[src/rtl/hs_npu_feeder.sv]
// -----------------------------------------------------------------------------
// hs_npu_feeder
//
// Purpose
//   Feeds a ROWS x COLS weight-stationary systolic array. A job optionally
//   loads ROWS weight rows into the array by broadcasting each accepted row
//   on mac_b with a one-cycle mac_enable strobe. It then streams activation
//   vectors into the left column through a per-row skew chain, so that row r
//   sees a vector r cycles after row 0. The first weight row loaded is the
//   one that ends up in the bottom array row. A final drain phase flushes
//   the skew chains with zeros before done is pulsed.
//
// Parameters
//   ROWS  systolic array rows (a inputs, weight beats per load)
//   COLS  systolic array columns (b inputs)
//
// Ports
//   clk               single clock, rising edge
//   rst_n             asynchronous, active-low reset
//   start             one-cycle job request, only honoured in IDLE
//   cfg_load_weights  sampled with start: 1 = reload weights first
//   weight_valid/_ready, weight_data [COLS][16]   weight-row handshake
//   act_valid/_ready, act_data [ROWS][16], act_last  activation handshake
//   mac_enable        weight-enable broadcast to every MAC
//   mac_b [COLS][16]  top-row MAC b inputs
//   mac_a [ROWS][16]  left-column MAC a inputs (skewed)
//   mac_a_valid[ROWS] valid tag travelling with mac_a
//   busy              state != IDLE
//   done              one-cycle pulse in the first IDLE cycle after a job
//
// Optional feature
//   HS_NPU_FEEDER_PERF_EN  when defined, adds perf_beats (accepted activation
//   vectors) and perf_stalls (STREAM cycles with act_valid low). Both are
//   32-bit, saturating, cleared by reset and by an accepted start.
// -----------------------------------------------------------------------------
module hs_npu_feeder #(
  parameter int ROWS = 8,
  parameter int COLS = 8
) (
  input  logic                      clk,
  input  logic                      rst_n,
  input  logic                      start,
  input  logic                      cfg_load_weights,
  input  logic                      weight_valid,
  output logic                      weight_ready,
  input  logic [COLS-1:0][15:0]     weight_data,
  input  logic                      act_valid,
  output logic                      act_ready,
  input  logic [ROWS-1:0][15:0]     act_data,
  input  logic                      act_last,
  output logic                      mac_enable,
  output logic [COLS-1:0][15:0]     mac_b,
  output logic [ROWS-1:0][15:0]     mac_a,
  output logic [ROWS-1:0]           mac_a_valid,
  output logic                      busy,
  output logic                      done
`ifdef HS_NPU_FEEDER_PERF_EN
  ,
  output logic [31:0]               perf_beats,
  output logic [31:0]               perf_stalls
`endif
);

  // Beat and drain counters both run 0..ROWS-1. Keep at least one bit so a
  // single-row array still has a legal counter type.
  localparam int CNT_W = (ROWS > 1) ? $clog2(ROWS) : 1;
  localparam logic [CNT_W-1:0] LAST_IDX = CNT_W'(ROWS - 1);

  typedef enum logic [1:0] {
    S_IDLE   = 2'd0,
    S_LOAD   = 2'd1,
    S_STREAM = 2'd2,
    S_DRAIN  = 2'd3
  } state_t;

  state_t           state_q, state_d;
  logic [CNT_W-1:0] beat_cnt_q, beat_cnt_d;
  logic [CNT_W-1:0] drain_cnt_q, drain_cnt_d;
  logic             loaded_q, loaded_d;
  logic             done_q, done_d;

  logic             mac_enable_q;
  logic [COLS-1:0][15:0] mac_b_q;

  logic             weight_fire;
  logic             act_fire;

  // Readies depend only on the registered state, so there is never a
  // combinational path from a valid to a ready.
  assign weight_ready = (state_q == S_LOAD);
  assign act_ready    = (state_q == S_STREAM);
  assign weight_fire  = weight_valid & weight_ready;
  assign act_fire     = act_valid & act_ready;

  assign busy         = (state_q != S_IDLE);
  assign done         = done_q;
  assign mac_enable   = mac_enable_q;
  assign mac_b        = mac_b_q;

  // ---------------------------------------------------------------------------
  // Control FSM: state register
  // ---------------------------------------------------------------------------
  always_ff @(posedge clk or negedge rst_n) begin
    if (!rst_n) begin
      state_q     <= S_IDLE;
      beat_cnt_q  <= '0;
      drain_cnt_q <= '0;
      loaded_q    <= 1'b0;
      done_q      <= 1'b0;
    end else begin
      state_q     <= state_d;
      beat_cnt_q  <= beat_cnt_d;
      drain_cnt_q <= drain_cnt_d;
      loaded_q    <= loaded_d;
      done_q      <= done_d;
    end
  end

  // ---------------------------------------------------------------------------
  // Control FSM: next state
  // ---------------------------------------------------------------------------
  always_comb begin
    state_d     = state_q;
    beat_cnt_d  = beat_cnt_q;
    drain_cnt_d = drain_cnt_q;
    loaded_d    = loaded_q;
    done_d      = 1'b0;

    unique case (state_q)
      S_IDLE: begin
        if (start) begin
          beat_cnt_d  = '0;
          drain_cnt_d = '0;
          // Without a valid weight set, a reload is forced even if the
          // job asked to reuse the previous weights.
          if (cfg_load_weights || !loaded_q) begin
            state_d = S_LOAD;
          end else begin
            state_d = S_STREAM;
          end
        end
      end

      S_LOAD: begin
        if (weight_fire) begin
          if (beat_cnt_q == LAST_IDX) begin
            beat_cnt_d = '0;
            loaded_d   = 1'b1;
            state_d    = S_STREAM;
          end else begin
            beat_cnt_d = beat_cnt_q + 1'b1;
          end
        end
      end

      S_STREAM: begin
        if (act_fire && act_last) begin
          drain_cnt_d = '0;
          state_d     = S_DRAIN;
        end
      end

      S_DRAIN: begin
        // ROWS cycles of zero injection push the last vector out of the
        // deepest skew stage; done then appears with the return to IDLE.
        if (drain_cnt_q == LAST_IDX) begin
          drain_cnt_d = '0;
          done_d      = 1'b1;
          state_d     = S_IDLE;
        end else begin
          drain_cnt_d = drain_cnt_q + 1'b1;
        end
      end

      default: begin
        state_d = S_IDLE;
      end
    endcase
  end

  // ---------------------------------------------------------------------------
  // Weight broadcast: one mac_enable strobe per accepted row; mac_b keeps
  // the last row so the b bus does not toggle between beats.
  // ---------------------------------------------------------------------------
  always_ff @(posedge clk or negedge rst_n) begin
    if (!rst_n) begin
      mac_enable_q <= 1'b0;
      mac_b_q      <= '0;
    end else begin
      mac_enable_q <= weight_fire;
      if (weight_fire) begin
        mac_b_q <= weight_data;
      end
    end
  end

  // ---------------------------------------------------------------------------
  // Activation skew chains. Row gi has gi+1 stages. Every chain shifts every
  // cycle regardless of state; an idle cycle injects a zero/invalid bubble
  // so later vectors stay aligned diagonally across the array.
  // ---------------------------------------------------------------------------
  genvar gi;
  generate
    for (gi = 0; gi < ROWS; gi++) begin : g_row
      logic [gi:0][15:0] data_q;
      logic [gi:0]       valid_q;

      always_ff @(posedge clk or negedge rst_n) begin
        if (!rst_n) begin
          data_q  <= '0;
          valid_q <= '0;
        end else begin
          data_q[0]  <= act_fire ? act_data[gi] : 16'd0;
          valid_q[0] <= act_fire;
          for (int k = 1; k <= gi; k++) begin
            data_q[k]  <= data_q[k-1];
            valid_q[k] <= valid_q[k-1];
          end
        end
      end

      assign mac_a[gi]       = data_q[gi];
      assign mac_a_valid[gi] = valid_q[gi];
    end
  endgenerate

`ifdef HS_NPU_FEEDER_PERF_EN
  // ---------------------------------------------------------------------------
  // Performance counters, saturating at all-ones. Only a start that is
  // actually honoured (IDLE) clears them.
  // ---------------------------------------------------------------------------
  logic [31:0] perf_beats_q;
  logic [31:0] perf_stalls_q;

  always_ff @(posedge clk or negedge rst_n) begin
    if (!rst_n) begin
      perf_beats_q  <= '0;
      perf_stalls_q <= '0;
    end else if ((state_q == S_IDLE) && start) begin
      perf_beats_q  <= '0;
      perf_stalls_q <= '0;
    end else begin
      if (act_fire && (perf_beats_q != 32'hFFFF_FFFF)) begin
        perf_beats_q <= perf_beats_q + 32'd1;
      end
      if ((state_q == S_STREAM) && !act_valid &&
          (perf_stalls_q != 32'hFFFF_FFFF)) begin
        perf_stalls_q <= perf_stalls_q + 32'd1;
      end
    end
  end

  assign perf_beats  = perf_beats_q;
  assign perf_stalls = perf_stalls_q;
`endif

endmodule
[config.mk]
export PLATFORM = sky130hd
export DESIGN_NAME = hs_npu_feeder
export DESIGN_NICKNAME = d
export VERILOG_FILES = /design/src/rtl/hs_npu_feeder.sv
export SDC_FILE = /design/constraint.sdc
export NUM_CORES = 1
export LEC_CHECK = 0
export BUFFER_PORTS_ARGS = -buffer_cell sky130_fd_sc_hd__buf_2
export CELL_PAD_IN_SITES_DETAIL_PLACEMENT = 2
export CELL_PAD_IN_SITES_GLOBAL_PLACEMENT = 2
export CORE_ASPECT_RATIO = 0.5
export CORE_MARGIN = 2
export CORE_UTILIZATION = 40
export DETAILED_ROUTE_END_ITERATION = 8
export GPL_TIMING_DRIVEN = 1
export PLACE_DENSITY = 0.83
export SLEW_MARGIN = 15
export SYNTH_ARGS = -nofsm -noshare
export SYNTH_HDL_FRONTEND = slang
export SYNTH_SLANG_ARGS = --single-unit
[constraint.sdc]
create_clock -name clk -period 4.35 [get_ports clk]
set_input_delay 0.2175 -clock clk [delete_from_list [all_inputs] [get_ports clk]]
set_output_delay 0.2175 -clock clk [all_outputs]
set_load 0.1 [all_outputs]
# --- Word level (Yosys, flattened, before mapping) ---
# Cells that the tools add are included.
word_totals:
  register_bits: 751
  word_cells: 107
classes:
  add_sub_neg: 2
  n_eq_ne: 10
  mux: 24
  n_bitwise: 2
  n_reduce_logical: 11
ops:
  columns: ["cell", "count"]
  rows:
  - ["$mux W16", 8]
  - ["$mux W3", 5]
  - ["$mux W2", 6]
  - ["$pmux W3 S3", 1]
  - ["$reduce_and A3 Y1", 3]
  - ["$pmux W2 S4", 1]
  - ["$add A3 B1 Y3 const B", 2]
  - ["$eq A3 B3 Y1 const B", 2]
  - ["$ne A2 B1 Y1 const B", 3]
  - ["$pmux W3 S2", 1]
  - ["$reduce_and A5 Y1", 1]
  - ["$eq A2 B2 Y1 const B", 2]
  - ["$ne A2 B2 Y1 const B", 2]
  - ["$reduce_bool A2 Y1", 2]
  - ["$reduce_bool A3 Y1", 1]
  - ["$and A1 B1 Y1", 2]
  - ["$eq A2 B1 Y1 const B", 1]
  - ["$logic_not A2 Y1", 1]
  - ["$mux W1", 2]
  - ["$logic_and A1 B1 Y1", 1]
  - ["$logic_not A1 Y1", 1]
  - ["$logic_or A1 B1 Y1", 1]

# --- Longest topological paths before layout ---
depth:
  ltp_word: 5
  mapped_depth: 7

# --- Least setup slack after synthesis ---
# OpenSTA, ideal clock, no wires.
synth_path:
  path_type: "register to register"
  from: "register state_q[1]"
  to: "register mac_b_q, in the netlist mac_b[0]"
  setup_time_ns: 0.125
  arrival_ns: 2.476
  path_slack_ns: 1.749
  stages_incl_launch_ff: 8
  path_cell_list: "dfrtp_1 inv_1 ha_1 and2_2 clkbuf_1 buf_2 buf_4 mux2_2"
synth_via:
  elab_chain_cells: 2
synth_lines:
  columns: ["element", "line_no", "source"]
  rows:
  - ["start, declared", "76", "state_t state_q, state_d;"]
  - ["start signal, assigned", "111", "state_q <= state_d;"]
  - ["$eq A2 B1 Y1", "90", "assign weight_ready = (state_q == S_LOAD);"]
  - ["via weight_ready", "45", "output logic weight_ready,"]
  - ["$and A1 B1 Y1", "92", "assign weight_fire = weight_valid & weight_ready;"]
  - ["end signal, assigned", "192", "mac_b_q <= weight_data;"]
  - ["end, declared", "83", "logic [COLS-1:0][15:0] mac_b_q;"]
# The timed path passes the listed nets, and every way through them passes these cells.
# A chain may end at the register's enable or synchronous reset.

# --- Final worst setup path ---
layout_path:
  from: "register state_q[1]"
  to: "register mac_b_q, in the netlist mac_b[77]"
layout_via:
  elab_chain_cells: 2
layout_lines:
  columns: ["element", "line_no"]
  rows:
  - ["$eq A2 B1 Y1", "90"]
  - ["$and A1 B1 Y1", "92"]
# Every way passes these cells.

==> flow_metrics.tcl <==
set metrics [dict create \
    numPortBuffers 531 \
    hp-class "in -> reg" \
    synth_edf_count 0 \
    final_area_sq_um 29180 \
    hold_viol_final 0 \
    finalSetupViolations 0 \
    antenna_left 0 \
    nets 2175 \
    fin_crit_ns 2.883 \
    wl_met2_microns 51350 \
    arrival_ns 3.34 \
    synth_seq_cells 723 \
    dr_total_vias 13630 \
    skew_ns 0.02343 \
    pre_cts_ws_ns 1.835 \
    crit_chain "inv_1 > ha_1 > and2_4 > buf_12 > mux2_2" \
    fmax_ghz 0.3469 \
    clkLatencyLatePin_ns 0.61 \
    cpPeakStageDelay_ns 0.67 \
    cts_buffers 66 \
    dpl.hpwl_microns 42990 \
    met3_length_microns 4203 \
    swShare 0.4796 \
    pin_count 532 \
    grt_max_degree 127 \
    pwr-share-comb 0.383 \
    grt_overflow 0 \
    top_layer "met5" \
    async_reset_ff_frac 1.000 \
    period_share 0.6627 \
    p_total_mw 24.57 \
    syn_area_per_cell_sq_um 18.32 \
    via_per_inst 5.080 \
    clock-sinks 723 \
    final_core_util 0.5429 \
    outcome "finished clean" \
    drive_gt1_frac 0.3968 \
    cts_max_level 3 \
    netSwitchingPower_mw 11.78 \
    syn-cell-area_sq_um 21770 \
    drv_slew 0 \
    yosysSeqAreaShare 0.8311 \
    p_clk_frac 0.251 \
    cts_buffer_depth 3 \
    core-area_sq_um 53750 \
    power_frac_seq 0.366 \
    cts_tree "built" \
    cp-start-kind "register" \
    place_area_sq_um 24480 \
    tns_ns 0 \
    routed_wl_microns 97810 \
    rsz0062_at_grt "no" \
    critPathKind "reg -> reg" \
    ys.flop_type "dfrtp_1" \
    synth_nets 1460 \
    drt-met1-wl_microns 34920 \
    path_clk_slew_ns 0.08 \
    internal_power_mw 12.78 \
    dr.pass1.iters 5 \
    rows 60 \
    wl_per_cell_microns 36.46 \
    gp_congestion 0.8251 \
    antenna_found_initial 18 \
    cts_root_buf "clkbuf_16" \
    ir_worst_vdd_mv 0.4050 \
    synth_cells 1188 \
    drt_iter0_markers 1087 \
    die_h_microns 169.0 \
    powerDensity_nw_per_um2 841.9 \
    worst_pin_slew_ns 1.134 \
    cap_viol_max_count 0 \
    cp_slowest_cell "and2_4" \
    setup_ws_ns 1.467 \
    start_util 0.4050 \
    slew_headroom 0.2438 \
    grt_pass1_vias 15770 \
    gr-usage-all-layers 0.3171 \
    p_leak_nw 15.65 \
    grt_pass1_wl_microns 125500 \
    cts-resized-gates 0 \
    die_area_sq_um 56420 \
    worstPathMaxFanout 75 \
    cp-end-kind "register" \
    drc 0 \
    synth_cell_type_count 31 \
    worstPathRequired_ns 4.81 \
    syn2layout_area_growth_pct 34.06 \
    die_x_microns 333.9 \
    synth_warnings 0 \
]
[cells in the final DEF (no fill, tap or decap), types with 10 or more instances in the layout]
cell type and count:
clkbuf_1 19, buf_4 10, buf_2 529, dlygate4sd3_1 257, diode_2 27, clkbuf_16 68
clkbuf_8 13, mux2_2 129, dfrtp_1 723, and3_1 128
[cells in the mapped netlist (2+ instances only)]
master	number	area, sq um
and2_1	2	12.51
and3_1	128	800.8
buf_2	4	20.02
buf_4	123	923.4
clkbuf_1	29	108.9
dfrtp_1	723	18090
ha_1	9	112.6
inv_1	7	26.28
mux2_2	129	1453
nand2_1	4	15.01
nand3_1	2	10.01
nor2_1	2	7.510
nor2b_1	3	18.77
o21ai_0	6	30.03
[cell families after synthesis]
family,Yosys count,synth area share
AO/OA/AOI/OAI,14,0.004254
flip-flops,723,0.8311
multiplexers,131,0.06788
buffers and inverters,164,0.04972
AND/OR/NAND/NOR,147,0.04184
adder cells (fa/ha/maj),9,0.005173
[repair_timing]
| action | CTS | global route |
|---|---|---|
| buffers inserted | 0 | 0 |
| endpoints found under the hold margin | 371 | 0 |
| hold buffers | 257 | 0 |
[per-layer routing]
layer | up-vias | track usage
li1 | 5224 | -
met1 | 7463 | 0.3524
met2 | 616 | 0.5818
met3 | 321 | 0.05785
met4 | 6 | 0.1712
met5 | - | 0
[worst max-delay path: cells and delay by family, from the launching register on]
family                   cells  cell delay, ns
flip-flops                   1            0.47
buffers and inverters        2            0.65
adder cells (fa/ha/maj)      1            0.38
multiplexers                 1            0.44
AND/OR/NAND/NOR              1            0.67
[registers in the layout, summed over array words and instances (netlist names)]
signal         count
done               1
g_row.valid_q      8
loaded_q           1
g_row.data_q     464
mac_enable         1
mac_b            128
drain_cnt_q        3
mac_a            112
beat_cnt_q         3
state_q            2
[final cells by class]
| cell class | count | area [sq um] |
|---|---|---|
| Sequential cell | 723 | 18090 |
| Tap cell | 713 | 892.1 |
| Antenna cell | 27 | 67.56 |
| Clock inverter | 8 | 111.4 |
| Timing Repair Buffer | 803 | 5430 |
| Clock buffer | 100 | 1952 |
| Fill cell | 4758 | 24570 |
| Multi-Input combinational cell | 301 | 2608 |
| Inverter | 8 | 30.03 |
[final timing paths]
kind / end / startpoint / depth (start not counted) / slack [ns]
min in group asynchronous: mac_a[83] / rst_n / 2 / 0.33
worst max-delay path: mac_b[77] / state_q[1] / 5 / 1.47
worst min-delay path: beat_cnt_q[2] / start / 3 / 0.07
worst max register to register: mac_b[77] / state_q[1] / 5 / 1.47
max in group asynchronous: mac_b[24] / rst_n / 3 / 2.66
worst min register to register: g_row[6].data_q[70] / g_row[6].data_q[54] / 0 / 0.34
[through the flow]
stage / cells / hold WS, ns
floorplan: 1188 / -0.07809
global placement: 2291 / 0.3311
detailed placement: 2291 / 0.3362
CTS: 2656 / 0.01828
global route: 2677 / 0.06839
finish: 2683 / 0.06627
[power by group through the flow]
| stage | registers (mW) | logic [mW] | clock network, mW |
|---|---|---|---|
| 2_1_floorplan | 13.2 | 2.42 | 0 |
| 3_3_place_gp | 8.56 | 8.50 | 0 |
| 3_5_place_dp | 8.73 | 8.70 | 0 |
| 4_1_cts | 8.71 | 9.02 | 5.88 |
| 5_1_grt | 9.04 | 9.50 | 6.49 |
| 6_report | 8.99 | 9.40 | 6.18 |
Power figures use the tool's default switching activity.
